--- src/rtl/adc8_eoc_emulator_pkg.sv ---
// adc8_eoc_emulator_pkg: FSM state encodings and default timing shared by the ADC emulators.
package adc8_eoc_emulator_pkg;

    typedef enum logic [1:0] {
        IDLE   = 2'd0,
        CONV   = 2'd1,
        SETUP  = 2'd2,
        EOC_LO = 2'd3
    } state_t;

    localparam int DEF_N_BIT  = 8;
    localparam int DEF_T_CONV = 200;
    localparam int DEF_T_EOC  = 50;
    localparam int DEF_CNT_W  = 16;

    function automatic int max_int(input int a, input int b);
        return (a > b) ? a : b;
    endfunction

endpackage

--- src/rtl/sync_edge_detect.sv ---
// sync_edge_detect: 2-FF synchronizer followed by a registered rising-edge pulse.
module sync_edge_detect (
    input  logic clk,
    input  logic rst_n,
    input  logic async_in,
    output logic rise
);

    logic meta, s1, s2;

    always_ff @(posedge clk) begin
        if (!rst_n) begin
            meta <= 1'b0;
            s1   <= 1'b0;
            s2   <= 1'b0;
            rise <= 1'b0;
        end else begin
            meta <= async_in;
            s1   <= meta;
            s2   <= s1;
            rise <= s1 & ~s2;
        end
    end

endmodule

--- src/rtl/adc8_eoc_emulator.sv ---
// adc8_eoc_emulator: CONVST-triggered 8-bit ADC responder driving DATA and an active-low EOC pulse.
module adc8_eoc_emulator
    import adc8_eoc_emulator_pkg::*;
#(
    parameter int N_BIT  = DEF_N_BIT,
    parameter int T_CONV = DEF_T_CONV,
    parameter int T_EOC  = DEF_T_EOC,
    parameter int CNT_W  = DEF_CNT_W
) (
    input  logic             i_CLK,
    input  logic             i_RST,
    input  logic             i_CONVST,
    input  logic [N_BIT-1:0] i_sample,
    output logic [N_BIT-1:0] o_DATA,
    output logic             o_EOC,
    output logic             o_busy,
    output logic             o_overrun,
    output logic [CNT_W-1:0] o_conv_cnt
);

    localparam int TW = $clog2(max_int(T_CONV, T_EOC) + 1);

    state_t           state, state_n;
    logic [TW-1:0]    timer, timer_n;
    logic [N_BIT-1:0] smp, smp_n, data_n;
    logic [CNT_W-1:0] cnt_n;
    logic             eoc_n, busy_n, ovr_n, rise;

    sync_edge_detect u_sync (
        .clk      (i_CLK),
        .rst_n    (i_RST),
        .async_in (i_CONVST),
        .rise     (rise)
    );

    always_comb begin
        state_n = state;
        timer_n = timer;
        smp_n   = smp;
        data_n  = o_DATA;
        eoc_n   = o_EOC;
        busy_n  = o_busy;
        cnt_n   = o_conv_cnt;
        // Any edge outside IDLE, including the EOC_LO exit cycle, is dropped and flagged.
        ovr_n   = o_overrun | (rise && state != IDLE);
        case (state)
            IDLE: if (rise) begin
                state_n = CONV;
                smp_n   = i_sample;
                timer_n = TW'(T_CONV - 1);
                busy_n  = 1'b1;
            end
            CONV: if (timer == '0) begin
                state_n = SETUP;
                data_n  = smp;
            end else begin
                timer_n = timer - TW'(1);
            end
            SETUP: begin
                state_n = EOC_LO;
                eoc_n   = 1'b0;
                timer_n = TW'(T_EOC - 1);
            end
            EOC_LO: if (timer == '0) begin
                state_n = IDLE;
                eoc_n   = 1'b1;
                busy_n  = 1'b0;
                cnt_n   = o_conv_cnt + CNT_W'(1);
            end else begin
                timer_n = timer - TW'(1);
            end
            default: state_n = IDLE;
        endcase
    end

    always_ff @(posedge i_CLK) begin
        if (!i_RST) begin
            state      <= IDLE;
            timer      <= '0;
            smp        <= '0;
            o_DATA     <= '0;
            o_EOC      <= 1'b1;
            o_busy     <= 1'b0;
            o_overrun  <= 1'b0;
            o_conv_cnt <= '0;
        end else begin
            state      <= state_n;
            timer      <= timer_n;
            smp        <= smp_n;
            o_DATA     <= data_n;
            o_EOC      <= eoc_n;
            o_busy     <= busy_n;
            o_overrun  <= ovr_n;
            o_conv_cnt <= cnt_n;
        end
    end

endmodule
--- config.mk ---
export PLATFORM = sky130hd
export DESIGN_NAME = adc8_eoc_emulator
export DESIGN_NICKNAME = d
export VERILOG_FILES = /design/src/rtl/adc8_eoc_emulator_pkg.sv /design/src/rtl/sync_edge_detect.sv /design/src/rtl/adc8_eoc_emulator.sv
export SDC_FILE = /design/constraint.sdc
export NUM_CORES = 1
export LEC_CHECK = 0
export CORE_MARGIN = 5
export CORE_UTILIZATION = 52
export DETAILED_ROUTE_END_ITERATION = 8
export GPL_TIMING_DRIVEN = 0
export PLACE_DENSITY = 0.79
export RECOVER_POWER = 50
export SYNTH_ARGS = -nofsm -noshare
export SYNTH_HDL_FRONTEND = slang
export SYNTH_SLANG_ARGS = --single-unit
--- constraint.sdc ---
create_clock -name i_CLK -period 2.5 [get_ports i_CLK]
set_input_delay 0.625 -clock i_CLK [delete_from_list [all_inputs] [get_ports i_CLK]]
set_output_delay 0.625 -clock i_CLK [all_outputs]
set_load 0.01 [all_outputs]
Yosys cells after proc, flatten, opt, wreduce, memory -nomap -nowiden. Index checks and enable logic that the tools add are counted.

Register bits: 49. Output and inout bits: 27. Bits of input ports: 11. Logic and storage cells: 50.

Bitwise logic cells: 3. Equal/unequal tests: 7. Reductions and logical operators: 14. Add/sub/neg operators: 2. Multiplexer cells: 12.

Operators with widths (count): 8-bit one-hot mux with 3 select lines (1); 16-bit by 1-bit adder with 16-bit output, second input constant (1); 8-bit two-way mux (2); 2-bit AND reduction (5); 8-bit zero test (1); 2-bit one-hot mux with 4 select lines (1); 8-bit by 1-bit subtractor with 8-bit output, second input constant (1); 2-bit two-way mux (3); 2-bit inequality test, second input constant (3); 3-bit AND reduction (2); 2-bit nonzero test (3); 2-bit equality test, second input constant (2); 1-bit one-hot mux with 2 select lines (2); 1-bit two-way mux (3); 2-bit by 1-bit equality test with 1-bit output, second input constant (1); 2-bit zero test (1); 2-bit by 1-bit inequality test with 1-bit output, second input constant (1); 2-bit OR reduction (1); 1-bit AND (1); 1-bit logical AND (1); 1-bit NOT (1); 1-bit bitwise OR (1).

Depth between registers and ports, before layout.
Depth in word-level cells: 4. Depth in mapped cells: 7. Depth with buffers taken out: 6.

Cells and area by module. A second synthesis with hierarchy kept.

Cell total of the unflattened synthesis: 254. Area, all modules: 2209.6 um^2.

By module, submodules not included: adc8_eoc_emulator (area an instance 2098.3 um^2, sequential area each 900.9 um^2, cells each 246, times used 1); sync_edge_detect (area an instance 111.4 um^2, sequential area each 80.1 um^2, cells each 8, times used 1).

Worst setup path after synthesis. OpenSTA, ideal clock, no wires.

Path type: reg2reg. Start: register state[1]. End: register timer[6]. Clock period less this slack: 1.856 ns. Library setup time: 0.116 ns. Path buffers: 0. Setup slack: 0.644 ns. Data arrival time: 1.740 ns. Stages on the path, launching flop included: 7. Required time: 2.384 ns. Cell sequence: dfxtp_1 > inv_1 > ha_1 > or2_2 > a31oi_1 > a21oi_1 > a31o_2.

Longest elaborated chain between the ends: 4. Elaborated cells between the ends (all ways): 9. Classes of those cells: eq/ne: 5; mux: 1; reduce/logical: 3.

RTL lines: start: declaration (RTL line adc8_eoc_emulator.sv:23) `state_t state, state_n;`; start signal: assignment (RTL line adc8_eoc_emulator.sv:87) `state <= state_n;`; 2-bit equality test / 2-bit by 1-bit equality test with 1-bit output (equally long branches) (RTL line adc8_eoc_emulator.sv:46) `case (state)`; 2-bit OR reduction (no line); 2-bit inequality test (no line); 2-bit AND reduction (no line); end signal: assignment (RTL line adc8_eoc_emulator.sv:88) `timer <= timer_n;`; end: declaration (RTL line adc8_eoc_emulator.sv:24) `logic [TW-1:0] timer, timer_n;`.

Several ways; a longest one is shown, not always the timed one. A chain may end at the register's enable or synchronous reset.

Worst setup path in the final report. Ends and elaborated chain as after synthesis.

==> run metrics <==
outcome=finished clean; layout cells sized above 1=4.98%; Multi-input gate area=1130 µm²; Die Ht=74.9 µm; die area=5610 µm²; Die Span X=74.9 µm; synth unique cells=42; Setup CP Type=reg -> reg; routed vias/inst=5.58; Sw Ratio=33.8%; core region area=4030 µm²; Synthesis Warnings=0; Root Driver=clkbuf_8; most common cell after layout, fill and taps aside=dfxtp_1; average size of a mapped cell=8.52 µm²; final core occ=67.6%; Max Cap Viol=0; synthesized netlist cell count=257; # IOs=38; Pint=1.41 mW; relative slew slack=49.5%; Clock transition at path regs=0.09 ns; final hold vios=0; worst hold path class=reg -> reg; Syn Std Cell Area=2190 µm²; DRT iter0 DRCs=89; Num CTS Buffers=5; placed insts=343; Clock Skew=0.00579 ns; Post-synth top flop=dfxtp_1; endpoint class of the critical path=flip-flop; CTS tree=yes; Hold WS=0.394 ns; Syn Nets=275; required time worst endpoint=2.71 ns; pre-CTS setup slack=0.346 ns; first-pass GRT wire length=8430 µm; vias in the first global route=1820; clock buffer depth=2; CTS resizes=0; Placer Congestion=0.829; Worst EP arrival=2.39 ns; register area share after synthesis=44.8%; largest net degree at the start of global routing=16; Layout Nets=318; initial antenna violation count=0; Final min period=2.18 ns; Setup WS post-layout=0.317 ns; Pleak=1.07 nW; startpoint types=flip-flop; Seq cells post-synth=49; EDFF count, synth=0; drt pass-1 iters=4; combinational power share=30.5%; # fillers=342; Clock Sinks=49; max-slew violations=0; FF+latch area=981 µm²; Area Overhead vs Synth=24.4%; post-route ant nets=0; postcts setup bufs=0; routed len/inst=14.2 µm; global route overflow=0; Yosys top cell area share=44.8%; placed standard-cell area=2610 µm²; setup tns final=0 ns; Vias=1958; Final Instance Area=2730 µm²; PD cells=781 nW/µm²; number of hold buffers added after CTS=0; HPWL after DPL=3600 µm; commonest non-fill, non-tap cells in the layout=dfxtp_1 (49), a21oi_1 (29), nand2_1 (24); Pwr Total=2.13 mW; Initial Util=54.4%; Synth area leaders=dfxtp_1 (45%), a21oi_1 (6.6%), mux2i_1 (5.0%); P_sw=721 µW; Final Cycle Share=87.3%; H-tree depth=2; DRC viols=0; n_diodes=0; WL final=4970 µm; row count=23; worst-margin pin slew=0.753 ns; Clk Latency, worst-skew pair=0.31 ns; RSZ-0062 raised after global routing=no; crit path max fanout=9; Fmax achieved=458 MHz; final count of negative-setup-slack endpoints=0; FFs w/ async S/R, synth=0%; maximum VDD drop=503 µV; non-filler cells, final=351; total global routing track utilization=19.8%; I/O Buffers=36; top cell type by total area after synthesis=dfxtp_1; register share of total power=42.7%; clock share of power=26.8%
## Yosys cell counts (3+ instances only)
library cell and n:
dfxtp_1 49, nor2b_1 3, clkbuf_1 9, and2_1 6, o21ai_0 15, or3_1 11, ha_1 7, nor2_1 19
nand3_1 19, o31ai_1 3, inv_1 8, nand2_1 24, a21oi_1 29, mux2i_1 11, nor3_1 5, nand4_1 5
## power by group through the flow
| stage | sequential (mW) | clock (mW) | combinational, mW |
|---|---|---|---|
| after floorplan | 0.914 | 0 | 0.492 |
| after detailed placement | 0.925 | 0 | 0.645 |
| after global routing | 0.919 | 0.609 | 0.722 |
| final | 0.909 | 0.571 | 0.649 |
| after global placement | 0.925 | 0 | 0.627 |
| after CTS | 0.907 | 0.587 | 0.649 |
## worst max-delay path, stage by stage (launching register included)
cell and delay (ns):
dfxtp_1 0.44, inv_1 0.13, ha_1 0.23, or2_2 0.31
a31oi_1 0.60, a21oi_1 0.13, a31o_2 0.24
## layer usage
metal | vias to the layer above | global-route usage, % | routed length [µm]
li1 | 997 | - | -
met1 | 916 | 24.9 | 2240
met2 | 39 | 32.8 | 2430
met3 | 6 | 4.94 | 228
met4 | 0 | 7.11 | 74
met5 | - | 0 | 0
## state kept, by name, summed over array words and instances, names as in the netlist
register and count:
o_conv_cnt 16, o_DATA 8, smp 8, timer 8
state 2, o_EOC 1, o_busy 1, o_overrun 1
u_sync.meta 1, u_sync.rise 1, u_sync.s1 1, u_sync.s2 1
## final timing paths
kind | from | endpoint | slack, ns | cells past startpoint
worst min register to register | u_sync.s2 | u_sync.rise | 0.39 | 1
worst min-delay path | u_sync.s2 | u_sync.rise | 0.39 | 1
worst max register to register | state[1] | timer[6] | 0.32 | 6
worst max-delay path | state[1] | timer[6] | 0.32 | 6
## area by class of cell
class | instances | share of cell area [%]
clock inverter | 2 | 1.42
multi-input combinational | 187 | 41.5
clock buffer | 6 | 2.66
tap | 50 | 2.30
sequential | 49 | 36.0
timing repair buffer | 36 | 13.2
buffer | 12 | 1.70
inverter | 9 | 1.24
## kinds of logic after synthesis
family	after synthesis	share of synthesized area (%)
AND/OR/NAND/NOR	106	25.6
AO/OA/AOI/OAI	60	15.8
flip-flops	49	44.8
buffers and inverters	21	3.65
multiplexers	11	5.03
adder cells (fa/ha/maj)	7	4.00
XOR/XNOR	3	1.20
No activity file was read; power rests on OpenSTA's default activity.
